--- src/rtl/fp_sub_iter.sv ---
// fp_sub_iter: multi-cycle binary32 subtractor fp_result = fp_a - fp_b with one serial 1-bit/clk shifter
//   in:  clk, rst_n (async, active low), in_valid, fp_a, fp_b, r_mode (000 RNE,001 RTZ,010 RDN,011 RUP,100 RMM), out_ready
//   out: in_ready, out_valid, fp_result, overflow, underflow, invalid (only with FP_SUB_SPECIAL_EN)
//   FP_SUB_SPECIAL_EN: Inf/NaN operands bypass the datapath and the invalid port is added.
module fp_sub_iter #(
  parameter int ALIGN_MAX = 27,
  parameter int RMODE_W = 3
) (
  input  logic               clk,
  input  logic               rst_n,
  input  logic               in_valid,
  output logic               in_ready,
  input  logic [31:0]        fp_a,
  input  logic [31:0]        fp_b,
  input  logic [RMODE_W-1:0] r_mode,
  output logic               out_valid,
  input  logic               out_ready,
  output logic [31:0]        fp_result,
  output logic               overflow,
`ifdef FP_SUB_SPECIAL_EN
  output logic               invalid,
`endif
  output logic               underflow
);
  localparam logic [RMODE_W-1:0] RNE = 0, RDN = 2, RUP = 3, RMM = 4;
  typedef enum logic [2:0] {IDLE, UNPACK, ALIGN, SUB, NORM, ROUND, DONE} state_t;
  state_t state_q, state_d;
  logic [31:0] a_q, a_d, b_q, b_d, res_q, res_d;
  logic [RMODE_W-1:0] rm_q, rm_d;
  logic sign_q, sign_d, esub_q, esub_d, ovf_q, ovf_d, unf_q, unf_d;
  logic [8:0] exp_q, exp_d;
  logic [26:0] ma_q, ma_d, mb_q, mb_d;
  logic [7:0] diff_q, diff_d, cnt_q, cnt_d;
`ifdef FP_SUB_SPECIAL_EN
  logic inv_q, inv_d;
  logic a_inf, b_inf, a_nan, b_nan;
  assign a_inf = &a_q[30:23];
  assign b_inf = &b_q[30:23];
  assign a_nan = a_inf & |a_q[22:0];
  assign b_nan = b_inf & |b_q[22:0];
  assign invalid = inv_q;
`endif
  // b_q already carries the flipped sign, so the whole op is an addition of a_q and b_q
  logic a_big;
  logic [31:0] x;
  logic [30:0] y;
  logic [7:0] ex, ey;
  logic [27:0] sum;
  logic g, rs, inc, hid, ovf_r, inf_r;
  logic [24:0] rnd;
  logic [8:0] e_fin;
  assign a_big = a_q[30:0] >= b_q[30:0];
  assign x = a_big ? a_q : b_q;
  assign y = a_big ? b_q[30:0] : a_q[30:0];
  assign ex = |x[30:23] ? x[30:23] : 8'd1;
  assign ey = |y[30:23] ? y[30:23] : 8'd1;
  assign sum = esub_q ? {1'b0, ma_q} - {1'b0, mb_q} : {1'b0, ma_q} + {1'b0, mb_q};
  assign g = ma_q[2];
  assign rs = ma_q[1] | ma_q[0];
  assign inc = rm_q == RNE ? g & (rs | ma_q[3]) :
               rm_q == RDN ? (g | rs) & sign_q :
               rm_q == RUP ? (g | rs) & ~sign_q :
               rm_q == RMM ? g : 1'b0;
  // a carry into bit 24 leaves the fraction zero, and a subnormal carrying into bit 23 becomes normal
  assign rnd = {1'b0, ma_q[26:3]} + {24'd0, inc};
  assign e_fin = exp_q + {8'd0, rnd[24]};
  assign hid = rnd[24] | rnd[23];
  assign ovf_r = hid & (e_fin >= 9'd255);
  assign inf_r = rm_q == RNE || rm_q == RMM || (rm_q == RUP && !sign_q) || (rm_q == RDN && sign_q);
  always_comb begin
    state_d = state_q;
    a_d = a_q;
    b_d = b_q;
    rm_d = rm_q;
    sign_d = sign_q;
    esub_d = esub_q;
    exp_d = exp_q;
    ma_d = ma_q;
    mb_d = mb_q;
    diff_d = diff_q;
    cnt_d = cnt_q;
    res_d = res_q;
    ovf_d = ovf_q;
    unf_d = unf_q;
`ifdef FP_SUB_SPECIAL_EN
    inv_d = inv_q;
`endif
    case (state_q)
      IDLE: if (in_valid) begin
        a_d = fp_a;
        b_d = {~fp_b[31], fp_b[30:0]};
        rm_d = r_mode;
        state_d = UNPACK;
      end
      UNPACK: begin
        sign_d = x[31];
        esub_d = a_q[31] ^ b_q[31];
        exp_d = {1'b0, ex};
        diff_d = ex - ey;
        ma_d = {|x[30:23], x[22:0], 3'b0};
        mb_d = {|y[30:23], y[22:0], 3'b0};
        cnt_d = 8'd0;
        state_d = ALIGN;
`ifdef FP_SUB_SPECIAL_EN
        if (a_inf || b_inf) begin
          ovf_d = 1'b0;
          unf_d = 1'b0;
          inv_d = !(a_nan || b_nan) && a_inf && b_inf && a_q[31] != b_q[31];
          res_d = (a_nan || b_nan || inv_d) ? 32'h7FC00000 : {a_inf ? a_q[31] : b_q[31], 31'h7F800000};
          state_d = DONE;
        end
`endif
      end
      ALIGN: if (diff_q == 8'd0 || cnt_q == 8'(ALIGN_MAX)) state_d = SUB;
      else begin
        mb_d = {1'b0, mb_q[26:2], mb_q[1] | mb_q[0]};
        diff_d = diff_q - 8'd1;
        cnt_d = cnt_q + 8'd1;
      end
      SUB: begin
        state_d = NORM;
        if (sum == 28'd0) begin
          sign_d = rm_q == RDN;
          ma_d = 27'd0;
          state_d = ROUND;
        end else if (sum[27]) begin
          ma_d = {sum[27:2], sum[1] | sum[0]};
          exp_d = exp_q + 9'd1;
        end else ma_d = sum[26:0];
      end
      NORM: if (ma_q[26] || exp_q == 9'd1) state_d = ROUND;
      else begin
        ma_d = {ma_q[25:0], 1'b0};
        exp_d = exp_q - 9'd1;
      end
      ROUND: begin
        ovf_d = ovf_r;
        unf_d = !hid && |rnd[22:0];
        res_d = ovf_r ? (inf_r ? {sign_q, 31'h7F800000} : {sign_q, 31'h7F7FFFFF}) :
                {sign_q, hid ? e_fin[7:0] : 8'd0, rnd[22:0]};
`ifdef FP_SUB_SPECIAL_EN
        inv_d = 1'b0;
`endif
        state_d = DONE;
      end
      DONE: if (out_ready) state_d = IDLE;
      default: state_d = IDLE;
    endcase
  end
  always_ff @(posedge clk or negedge rst_n) begin
    if (!rst_n) begin
      state_q <= IDLE;
      a_q <= '0;
      b_q <= '0;
      rm_q <= '0;
      sign_q <= 1'b0;
      esub_q <= 1'b0;
      exp_q <= '0;
      ma_q <= '0;
      mb_q <= '0;
      diff_q <= '0;
      cnt_q <= '0;
      res_q <= '0;
      ovf_q <= 1'b0;
      unf_q <= 1'b0;
`ifdef FP_SUB_SPECIAL_EN
      inv_q <= 1'b0;
`endif
    end else begin
      state_q <= state_d;
      a_q <= a_d;
      b_q <= b_d;
      rm_q <= rm_d;
      sign_q <= sign_d;
      esub_q <= esub_d;
      exp_q <= exp_d;
      ma_q <= ma_d;
      mb_q <= mb_d;
      diff_q <= diff_d;
      cnt_q <= cnt_d;
      res_q <= res_d;
      ovf_q <= ovf_d;
      unf_q <= unf_d;
`ifdef FP_SUB_SPECIAL_EN
      inv_q <= inv_d;
`endif
    end
  end
  assign in_ready = state_q == IDLE;
  assign out_valid = state_q == DONE;
  assign fp_result = res_q;
  assign overflow = ovf_q;
  assign underflow = unf_q;
endmodule
--- config.mk ---
export PLATFORM = sky130hd
export DESIGN_NAME = fp_sub_iter
export DESIGN_NICKNAME = d
export VERILOG_FILES = /design/src/rtl/fp_sub_iter.sv
export SDC_FILE = /design/constraint.sdc
export NUM_CORES = 1
export LEC_CHECK = 0
export ABC_AREA = 1
export CORE_ASPECT_RATIO = 1.4
export CORE_MARGIN = 2
export CORE_UTILIZATION = 35
export CTS_BUF_LIST = sky130_fd_sc_hd__clkbuf_8
export CTS_CLUSTER_SIZE = 10
export DETAILED_ROUTE_END_ITERATION = 12
export SLEW_MARGIN = 40
export SYNTH_ARGS = -nofsm -noshare
export SYNTH_HDL_FRONTEND = slang
export SYNTH_SLANG_ARGS = --single-unit
--- constraint.sdc ---
create_clock -name clk -period 6 [get_ports clk]
set_input_delay 0.6 -clock clk [delete_from_list [all_inputs] [get_ports clk]]
set_output_delay 0.6 -clock clk [all_outputs]
set_load 0.01 [all_outputs]
==> flow_summary.rst, run 1 <==
.. list-table::
   :header-rows: 1

   * - Metric
     - Value
   * - Area growth, synth to finish
     - 13.9%
   * - Setup Skew
     - 16.7 ps
   * - Sequential fraction of the synthesis area
     - 0.335
   * - Number of storage elements in the synthesis netlist
     - 185
   * - Worst setup EP type
     - flip-flop
   * - Clock latency at the later pin of the worst-skew pair
     - about 500 ps
   * - Rel. slew slack
     - 0.468
   * - Synth cell types
     - 62
   * - Number of H-tree levels
     - 4
   * - Unrepaired setup endpoints after global routing
     - no
   * - Area used by sequential logic in the layout
     - between 4000 and 5000 um^2
   * - Endpoint required time on the critical path
     - around 6400 ps
   * - Number of global-route vias before repair
     - around 13000
   * - Most Frequent Cell on Critical Path
     - nand2_1
   * - Number of instances in the synthesized netlist
     - approximately 1900
   * - Clock input transition at the sequential cells of the worst setup and hold paths
     - about 90 ps
   * - Max-capacitance violation count
     - 0
   * - Global-route wire length before repair
     - 72.2 mm
   * - Count of pins on the block boundary
     - around 110
   * - Top cell type's share of synthesized area
     - 0.335
   * - Layout Utilization
     - 0.402
   * - Largest fanout on the critical path
     - 19
   * - Final period util
     - 0.860
   * - Arrival time at the worst endpoint
     - 5540 ps
   * - Length of the first detailed-routing pass in iterations
     - 5
   * - CTS root buf
     - clkbuf_8
   * - Outcome
     - completed
   * - Post-cts repair resize count
     - 0
   * - Classification of the worst-slack hold path
     - primary input to async pin
   * - Number of port buffers
     - between 100 and 150
   * - Hold buffers post-CTS
     - 0
   * - HPWL after DPL
     - around 37 mm
   * - Drt via density
     - between 5 and 6
   * - Cell with the most instances after synthesis
     - nand2_1
   * - Inserted Clock Buffers
     - 17
   * - Area inside the core boundary
     - around 39000 um^2
   * - Die Y
     - between 200 and 250 um
   * - Top cells by area, synth
     - dfrtp_1, nand2_1, ha_1
   * - Via count
     - between 10000 and 15000
   * - Area of the mapped netlist
     - about 14000 um^2
   * - Total global-route track usage
     - 0.229
   * - Worst hold-check slack
     - 36.4 ps
   * - Library cell contributing the largest single delay on the critical path
     - dfrtp_1
   * - DRC violation count after routing
     - 0
   * - Area of the multi-input gates
     - slightly below 8000 um^2
   * - Maximum number of pins on one net before global-route repair
     - 128
   * - Final setup violation count
     - 0
   * - Setup TNS
     - 0 ps
   * - Dominant synthesized flop cell
     - dfrtp_1
   * - Transition time at the pin with the least slew margin
     - roughly 800 ps
   * - Total Nets Final
     - ~2200
   * - Post-CTS setup buffer count
     - 0
   * - Total Routed Length
     - between 40 and 50 mm
   * - 1st-iter DRT viols
     - 1000
   * - Yosys top cell by area
     - dfrtp_1
   * - TritonCTS clock tree
     - built
   * - Final RePlAce weighted congestion
     - 0.984
   * - Fraction of synthesis flops using an asynchronous set or reset pin
     - 1.00
   * - Element type at the critical path start
     - flip-flop
   * - Final Hold Violating Endpoints
     - 0
   * - Number of synthesized flops with an enable pin
     - 0
   * - Per-instance average area after synthesis
     - a little over 7 um^2
   * - Deepest clock path buffer count
     - 2
   * - Min Tclk post-route
     - slightly above 5000 ps
   * - Upper clock frequency limit
     - around 0.19 GHz
   * - Antenna Violating Nets Remaining
     - 0
   * - Filler cell count in the final layout
     - 4151
   * - Width of the die
     - between 150 and 200 um
   * - Starting Density
     - 0.353
   * - Overflow after GRT
     - 0
   * - Row Count
     - 86
   * - YS warnings
     - 0
   * - Total number of clock tree sinks
     - approximately 190
   * - Antenna violations before repair
     - 0
   * - Type of the worst setup path
     - flip-flop to flip-flop
   * - Number of slew-limit violations in the final report
     - 0
   * - Ratio of cells with drive above 1 in the final layout
     - 0.0540
   * - Net count after synthesis
     - around 2100
   * - Die area
     - 41100 um^2
   * - Top post-synthesis cells by count
     - nand2_1, inv_1, nor2_1, dfrtp_1, a21oi_1
   * - Post-detailed-route wirelength per cell
     - ~18 um
   * - Max stage delay on crit path
     - 390 ps
area by class of cell:
| type | count | share of cell area |
|---|---|---|
| Multi-Input combinational cell | 1428 | 0.504 |
| Sequential cell | 185 | 0.294 |
| Timing Repair Buffer | 115 | 0.0730 |
| Inverter | 260 | 0.0627 |
| Tap cell | 528 | 0.0420 |
| Clock buffer | 19 | 0.0166 |
| Clock inverter | 10 | 0.00676 |
| Antenna cell | 1 | 0.000159 |
metal layers:
| layer | share of wire | global-route usage |
|---|---|---|
| met1 | 0.41 | 0.278 |
| met2 | 0.49 | 0.398 |
| met3 | 0.047 | 0.0305 |
| met4 | 0.051 | 0.110 |
| met5 | 0 | 0 |
layout by cell type, fill, tap and decap left out, types with 10 or more instances in the layout:
cell type and count:
dfrtp_1 185, nand4_1 39, o22ai_1 16, nand3_1 69, a2bb2oi_2 10, inv_1 252
xor2_1 55, a21oi_1 160, nor3_1 34, ha_1 76, clkbuf_8 19, o221ai_1 27
o21ai_0 140, mux2_2 25, clkdlybuf4s50_1 105, nand2_1 438, nor2_1 223
sequential cells by signal, summed over array words and instances (netlist names):
register,cells
a_q,32
b_q,32
fp_result,32
ma_q,27
mb_q,27
exp_q,9
cnt_q,8
diff_q,8
rm_q,3
state_q,3
esub_q,1
overflow,1
sign_q,1
underflow,1
worst max-delay path, delay by kind of cell, from the launching register on:
kind / cells / cell delay, ps
buf+inv: 6 / 560
compound gates: 4 / 790
xor+xnor: 1 / 190
simple gates: 18 / 2330
fa+ha+maj: 4 / 820
flops: 1 / 390
final timing paths:
check	end	from	depth (start not counted)	slack [ps]
setup / recovery	fp_result[0]$_DFFE_PN0P_	rm_q[2]$_DFFE_PN0P_	33	840
hold / removal	a_q[10]$_DFFE_PN0P_	rst_n	1	40
setup reg to reg	fp_result[0]$_DFFE_PN0P_	rm_q[2]$_DFFE_PN0P_	33	840
hold reg to reg	cnt_q[7]$_DFFE_PN0P_	cnt_q[7]$_DFFE_PN0P_	1	470
max in group asynchronous	exp_q[1]$_DFFE_PN0P_	rst_n	2	4830
min in group clk	cnt_q[7]$_DFFE_PN0P_	cnt_q[7]$_DFFE_PN0P_	1	470
cell families after synthesis:
logic type                 count (synthesis)  synth area share
DFF                                      185             0.335
AOI/OAI and AO/OA                        418             0.182
xor gates and xnor gates                  62            0.0393
buffers and inverters                    322            0.0918
adders and majority gates                 78            0.0718
and+or+nand+nor                          845             0.259
muxes                                     25            0.0204
through the flow:
step,instance area (um^2),instances,worst slack [ps]
5_1_grt,15700,2545,185
4_1_cts,15700,2545,787
3_3_place_gp,15300,2516,845
6_report,15700,2546,837
2_1_floorplan,13800,1935,1720
3_5_place_dp,15400,2516,791
Power of run 1 is not shown: default switching activity piles up to over one toggle a cycle in this logic, so the estimate is an artifact.
==> run 2: changes to the inputs <==
--- a/config.mk
+++ b/config.mk
@@ -6,12 +6,13 @@
 export NUM_CORES = 1
 export LEC_CHECK = 0
 export ABC_AREA = 1
-export CORE_ASPECT_RATIO = 1.4
+export CORE_ASPECT_RATIO = 1.75
 export CORE_MARGIN = 2
 export CORE_UTILIZATION = 35
 export CTS_BUF_LIST = sky130_fd_sc_hd__clkbuf_8
 export CTS_CLUSTER_SIZE = 10
 export DETAILED_ROUTE_END_ITERATION = 12
+export MAX_ROUTING_LAYER = met4
 export SLEW_MARGIN = 40
 export SYNTH_ARGS = -nofsm -noshare
 export SYNTH_HDL_FRONTEND = slang
==> run 2 against run 1 <==
Against the previous run: the flow now finishes with violations (hold timing); setup slack better by 4.9 ps; sequential share of layout area about the same; die area up 0.10%; hold slack worse by 68 ps; sequential cell count unchanged; via count up 1.3%; clock skew up 7.0 ps; critical path depth unchanged; utilization up 0.20 points; global-route usage up 3.0 points; register-to-register slack about the same; routed wire length up 12%; critical path type unchanged.
==> flow_summary.rst, run 2 (synthesized netlist as in run 1, its figures left out) <==
.. list-table::
   :header-rows: 1

   * - Metric
     - Value
   * - Via count
     - 13700 (was 13500)
   * - Die area
     - 41100 um^2 (about the same)
   * - Length of the first detailed-routing pass in iterations
     - 5 (unchanged)
   * - HPWL after DPL
     - 41.8 mm (was 37.1 mm)
   * - Max stage delay on crit path
     - 400 ps (was 390 ps)
   * - Width of the die
     - 154 um (was 172 um)
   * - Most Frequent Cell on Critical Path
     - nand2_1 (unchanged)
   * - Placed cell count
     - 2485 (was 2516)
   * - Drt via density
     - 5.44 (was 5.31)
   * - Setup TNS
     - 0 ps (unchanged)
   * - Endpoint required time on the critical path
     - 6420 ps (was 6370 ps)
   * - Number of global-route vias before repair
     - 13800 (was 13000)
   * - Antenna violations before repair
     - 1 (was 0)
   * - Total Nets Final
     - 2163 (was 2156)
   * - Area inside the core boundary
     - 39000 um^2 (was 39200 um^2)
   * - Worst hold-check slack
     - -31.4 ps (was 36.4 ps)
   * - Ratio of cells with drive above 1 in the final layout
     - 0.0597 (was 0.0540)
   * - Transition time at the pin with the least slew margin
     - 664 ps (was 796 ps)
   * - Filler cell count in the final layout
     - 4105 (was 4151)
   * - Element type at the critical path start
     - flip-flop (unchanged)
   * - Library cell contributing the largest single delay on the critical path
     - dfrtp_1 (unchanged)
   * - Final RePlAce weighted congestion
     - 1.01 (was 0.984)
   * - Unrepaired setup endpoints after global routing
     - no (unchanged)
   * - Max-capacitance violation count
     - 0 (unchanged)
   * - Summed area of non-filler cells in the final layout
     - 15800 um^2 (was 15700 um^2)
   * - Buffering stage count on the worst path with inverters included
     - 6 (unchanged)
   * - Post-cts repair resize count
     - 0 (unchanged)
   * - Setup Skew
     - 23.6 ps (was 16.7 ps)
   * - Outcome
     - finished with violations (was completed)
   * - Overflow after GRT
     - 0 (unchanged)
   * - Maximum number of pins on one net before global-route repair
     - 106 (was 128)
   * - Total number of clock tree sinks
     - 185 (unchanged)
   * - Min Tclk post-route
     - 5160 ps (about the same)
   * - Number of port buffers
     - 106 (unchanged)
   * - Area growth, synth to finish
     - 14.1% (was 13.9%)
   * - Antenna Violating Nets Remaining
     - 0 (unchanged)
   * - Final Hold Violating Endpoints
     - 6 (was 0)
   * - DRC violation count after routing
     - 0 (unchanged)
   * - Worst setup EP type
     - flip-flop (unchanged)
   * - Classification of the worst-slack hold path
     - primary input to async pin (unchanged)
   * - CTS root buf
     - clkbuf_8 (unchanged)
   * - Commonest cells after routing, fill and taps aside
     - nand2_1, inv_1, nor2_1 (unchanged)
   * - Area used by sequential logic in the layout
     - 4630 um^2 (unchanged)
   * - Global-route wire length before repair
     - 78.9 mm (was 72.2 mm)
   * - Inserted Clock Buffers
     - 17 (unchanged)
   * - Area of the multi-input gates
     - 7930 um^2 (unchanged)
   * - Clock input transition at the sequential cells of the worst setup and hold paths
     - 120 ps (was 90 ps)
   * - Hold buffers post-CTS
     - 0 (unchanged)
   * - Clock latency at the later pin of the worst-skew pair
     - 540 ps (was 500 ps)
   * - Starting Density
     - 0.354 (was 0.353)
   * - Number of slew-limit violations in the final report
     - 0 (unchanged)
   * - Number of H-tree levels
     - 4 (unchanged)
   * - TritonCTS clock tree
     - built (unchanged)
   * - Row Count
     - 96 (was 86)
   * - Layout Utilization
     - 0.404 (was 0.402)
   * - Count of pins on the block boundary
     - 107 (unchanged)
   * - Cell Count, Final, Fillers Out
     - 2518 (was 2546)
   * - Post-CTS setup buffer count
     - 0 (unchanged)
   * - Leading cell type in the layout, fill and taps excluded
     - nand2_1 (unchanged)
   * - Total global-route track usage
     - 0.259 (was 0.229)
   * - 1st-iter DRT viols
     - 973 (was 1000)
   * - Upper clock frequency limit
     - 0.194 GHz (about the same)
   * - Post-detailed-route wirelength per cell
     - 20.5 um (was 18.1 um)
   * - Type of the worst setup path
     - flip-flop to flip-flop (unchanged)
   * - CP top delay family
     - simple AND/OR/NAND/NOR gates (unchanged)
   * - Final period util
     - 0.860 (about the same)
   * - Largest fanout on the critical path
     - 19 (unchanged)
   * - Final setup violation count
     - 0 (unchanged)
   * - Die Y
     - 267 um (was 239 um)
   * - Violations in the final reports
     - hold timing
   * - Area post-placement
     - 15400 um^2 (about the same)
   * - Arrival time at the worst endpoint
     - 5580 ps (was 5540 ps)
   * - Rel. slew slack
     - 0.558 (was 0.468)
   * - Deepest clock path buffer count
     - 2 (unchanged)
   * - Total Routed Length
     - 51.7 mm (was 46.2 mm)
run 2: path summary, 6_finish.rpt:
kind / startpoint / to / slack [ps] / cells past startpoint
min reg2reg: cnt_q[7]$_DFFE_PN0P_ / cnt_q[7]$_DFFE_PN0P_ / 500 / 1
max in group asynchronous: rst_n / diff_q[7]$_DFFE_PN0P_ / 4930 / 2
max: rm_q[2]$_DFFE_PN0P_ / fp_result[2]$_DFFE_PN0P_ / 840 / 33
min: rst_n / a_q[3]$_DFFE_PN0P_ / -30 / 1
max reg2reg: rm_q[2]$_DFFE_PN0P_ / fp_result[2]$_DFFE_PN0P_ / 840 / 33
min in group clk: cnt_q[7]$_DFFE_PN0P_ / cnt_q[7]$_DFFE_PN0P_ / 500 / 1
run 2: through the flow:
stage	setup WS, ps	hold WS [ps]
final	842	-31.4
after global routing	268	27.2
after CTS	837	24.7
after detailed placement	836	474
after global placement	953	473
after floorplan	1720	304
run 2: routing by layer:
metal  routed length, um  global-route usage  vias to the layer above
met5                   0                   -                        -
met2               28000               0.485                      393
li1                    -                   -                     6587
met1               19000               0.263                     6569
met4                3010               0.143                        0
met3                1690              0.0268                      138
run 2: worst reg2reg max path: cells and delay by family (launching register included):
family / cells / cell delay (ps)
flip-flops: 1 / 400
XOR/XNOR: 1 / 190
AND/OR/NAND/NOR: 18 / 2330
buffers and inverters: 6 / 570
adder cells (fa/ha/maj): 4 / 820
AO/OA/AOI/OAI: 4 / 760
run 2: area by class of cell:
cell class | count | area share
well taps | 490 | 0.0389
clock buffers | 17 | 0.0149
inverters | 260 | 0.0626
diodes | 1 | 0.000159
multi-input cells | 1428 | 0.504
clock inverters | 15 | 0.0101
repair buffers | 122 | 0.0759
flip-flops and latches | 185 | 0.294
Power of run 2 is left out for the same reason.
==> run 3: changes to the inputs <==
--- a/config.mk
+++ b/config.mk
@@ -8,7 +8,7 @@
 export ABC_AREA = 1
 export CORE_ASPECT_RATIO = 1.75
 export CORE_MARGIN = 2
-export CORE_UTILIZATION = 35
+export CORE_UTILIZATION = 25
 export CTS_BUF_LIST = sky130_fd_sc_hd__clkbuf_8
 export CTS_CLUSTER_SIZE = 10
 export DETAILED_ROUTE_END_ITERATION = 12
==> run 3 against run 2 <==
Against the previous run: the run now ends clean; first-iteration DRC count rose by 4.0%; global-route usage fell by 6.1 points; setup slack improved by 71 ps; design area rose by 1.7%; fmax rose by 1.4%; clock-buffer cell count rose by 2; hold slack improved by 100 ps; clock skew rose by 6.1 ps; via count rose by 1.2%; register-to-register slack improved by 70 ps; routed wire length rose by 6.1%; critical endpoint is now diff_q[6]$_DFFE_PN0P_.
==> flow_summary.rst, run 3 (synthesized netlist as in run 1, its figures left out) <==
.. list-table::
   :header-rows: 1

   * - Metric
     - Value
   * - Outcome
     - completed (was finished with violations)
   * - Upper clock frequency limit
     - 0.197 GHz (was 0.194 GHz)
   * - Max-capacitance violation count
     - 0 (unchanged)
   * - Clock input transition at the sequential cells of the worst setup and hold paths
     - 110 ps (was 120 ps)
   * - Post-detailed-route wirelength per cell
     - 20.1 um (was 20.5 um)
   * - Count of pins on the block boundary
     - 107 (unchanged)
   * - Summed area of non-filler cells in the final layout
     - 16000 um^2 (was 15800 um^2)
   * - Worst R2R Start
     - a_q[14]$_DFFE_PN0P_ (was rm_q[2]$_DFFE_PN0P_)
   * - Global-route wire length before repair
     - 83.4 mm (was 78.9 mm)
   * - Classification of the worst-slack hold path
     - primary input to async pin (unchanged)
   * - Capturing instance or port of the critical path
     - diff_q[6]$_DFFE_PN0P_ (was fp_result[2]$_DFFE_PN0P_)
   * - Overflow after GRT
     - 0 (unchanged)
   * - Total number of clock tree sinks
     - 185 (unchanged)
   * - Total met3 wirelength after detailed routing
     - 2.04 mm (was 1.69 mm)
   * - Routed length on met2
     - 29.1 mm (was 28.0 mm)
   * - Final Hold Violating Endpoints
     - 0 (was 6)
   * - Final setup violation count
     - 0 (unchanged)
   * - Min Tclk post-route
     - 5090 ps (was 5160 ps)
   * - 1st-iter DRT viols
     - 1012 (was 973)
   * - Starting Density
     - 0.251 (was 0.354)
   * - Area post-placement
     - 15600 um^2 (was 15400 um^2)
   * - Setup Skew
     - 29.7 ps (was 23.6 ps)
   * - Inserted Clock Buffers
     - 17 (unchanged)
   * - Row Count
     - 114 (was 96)
   * - Final RePlAce weighted congestion
     - 1.01 (about the same)
   * - Unrepaired setup endpoints after global routing
     - no (unchanged)
   * - Library cell contributing the largest single delay on the critical path
     - nand3_2 (was dfrtp_1)
   * - Number of slew-limit violations in the final report
     - 0 (unchanged)
   * - Clock latency at the later pin of the worst-skew pair
     - 530 ps (was 540 ps)
   * - Worst path cell trace
     - ha_1 > a21oi_1 > nand2_1 > a21oi_1 > nand2_1 > nand2_2 > nand3_2 > o21ai_0 > nand2_1 > nor3_1 > nand2_1 > nand2_1 > ha_1 > inv_1 > fa_1 > a21oi_1 > o21ai_0 > a21oi_1 > nor2_1 > o21ai_0 > a21oi_1 > o21ai_0 > o21ai_0
   * - Rel. slew slack
     - 0.402 (was 0.558)
   * - Antenna Violating Nets Remaining
     - 0 (unchanged)
   * - Critical path startpoint
     - a_q[14]$_DFFE_PN0P_ (was rm_q[2]$_DFFE_PN0P_)
   * - Antenna violations before repair
     - 1 (unchanged)
   * - Met1 layer wirelength in the final routing
     - 19.2 mm (was 19.0 mm)
   * - Deepest clock path buffer count
     - 2 (unchanged)
   * - Setup TNS
     - 0 ps (unchanged)
   * - Leading cell type in the layout, fill and taps excluded
     - nand2_1 (unchanged)
   * - Transition time at the pin with the least slew margin
     - 888 ps (was 664 ps)
   * - Ratio of cells with drive above 1 in the final layout
     - 0.0591 (was 0.0597)
   * - Max stage delay on crit path
     - 480 ps (was 400 ps)
   * - Largest fanout on the critical path
     - 28 (was 19)
   * - Commonest cells after routing, fill and taps aside
     - nand2_1, inv_1, nor2_1 (unchanged)
   * - TritonCTS clock tree
     - built (unchanged)
   * - Arrival time at the worst endpoint
     - 5470 ps (was 5580 ps)
   * - Area inside the core boundary
     - 54900 um^2 (was 39000 um^2)
   * - Area growth, synth to finish
     - 16.1% (was 14.1%)
   * - Drt via density
     - 5.08 (was 5.44)
   * - Total Routed Length
     - 54.9 mm (was 51.7 mm)
   * - Number of cell instances on the worst register-to-register path
     - 23 (was 33)
   * - Total global-route track usage
     - 0.198 (was 0.259)
   * - Hold buffers post-CTS
     - 0 (unchanged)
   * - CTS root buf
     - clkbuf_8 (unchanged)
   * - Post-CTS setup buffer count
     - 0 (unchanged)
   * - Filler cell count in the final layout
     - 5955 (was 4105)
   * - Max layer used
     - met4 (unchanged)
   * - Width of the die
     - 182 um (was 154 um)
   * - Die Y
     - 315 um (was 267 um)
   * - Critical R2R Capture
     - diff_q[6]$_DFFE_PN0P_ (was fp_result[2]$_DFFE_PN0P_)
   * - Element type at the critical path start
     - flip-flop (unchanged)
   * - Post-cts repair resize count
     - 0 (unchanged)
   * - Length of the first detailed-routing pass in iterations
     - 6 (was 5)
   * - Number of H-tree levels
     - 4 (unchanged)
   * - Worst setup EP type
     - flip-flop (unchanged)
   * - DRC violation count after routing
     - 0 (unchanged)
   * - Via count
     - 13900 (was 13700)
   * - Die area
     - 57200 um^2 (was 41100 um^2)
   * - Dpl ws
     - 874 ps (was 836 ps)
   * - Total Nets Final
     - 2167 (was 2163)
   * - Worst-case register-to-register setup slack
     - 910 ps (was 840 ps)
   * - Number of global-route vias before repair
     - 14000 (was 13800)
   * - Number of port buffers
     - 106 (unchanged)
   * - Maximum number of pins on one net before global-route repair
     - 74 (was 106)
   * - Final Worst Setup Slack
     - 913 ps (was 842 ps)
   * - Final period util
     - 0.848 (was 0.860)
   * - HPWL after DPL
     - 45.2 mm (was 41.8 mm)
   * - Type of the worst setup path
     - flip-flop to flip-flop (unchanged)
   * - Endpoint required time on the critical path
     - 6390 ps (was 6420 ps)
[run 3: cell count changes in the layout (fill, tap and decap cells not counted), moves of 2 or more]
cell / change
buf_4: +3
inv_1: +4
o21ai_1: +2
o21ai_0: -2
clkbuf_8: +3
inv_6: -2
[run 3: how the worst min path moves through the flow]
stage / slack [ps] / from / endpoint
floorplan: 300 / rst_n / a_q[0]$_DFFE_PN0P_
global placement: 470 / cnt_q[7]$_DFFE_PN0P_ / cnt_q[7]$_DFFE_PN0P_
detailed placement: 470 / cnt_q[7]$_DFFE_PN0P_ / cnt_q[7]$_DFFE_PN0P_
CTS: 100 / rst_n / fp_result[31]$_DFFE_PN0P_
global route: 130 / rst_n / fp_result[31]$_DFFE_PN0P_
finish: 70 / rst_n / fp_result[31]$_DFFE_PN0P_
[run 3: metrics by stage]
step	instances	hold slack (ps)	util
after floorplan	1935	304	-
after global placement	2694	467	0.285
after detailed placement	2694	468	0.285
after CTS	2726	97.4	0.291
after global routing	2728	132	0.292
final	2728	68.3	0.292
[run 3: cell type report]
class,count,area [um^2],area share
Timing Repair Buffer,126,1230,0.0766
Clock inverter,13,119,0.00742
Clock buffer,19,262,0.0163
Sequential cell,185,4630,0.289
Tap cell,696,871,0.0543
Multi-Input combinational cell,1428,7930,0.495
Antenna cell,1,2.50,0.000156
Inverter,260,986,0.0615
[run 3: routing by layer]
metal / vias up / track usage
met5: - / -
met4: 0 / 0.150
met3: 182 / 0.0246
met2: 450 / 0.362
met1: 6627 / 0.190
li1: 6598 / -
[run 3: critical path: cells and delay by family, from the launching register on]
| family | cells | cell delay (ps) |
|---|---|---|
| simple gates | 9 | 1740 |
| fa+ha+maj | 3 | 890 |
| compound gates | 10 | 1830 |
| flops | 1 | 430 |
| buf+inv | 1 | 60 |
Power of run 3 is left out for the same reason.
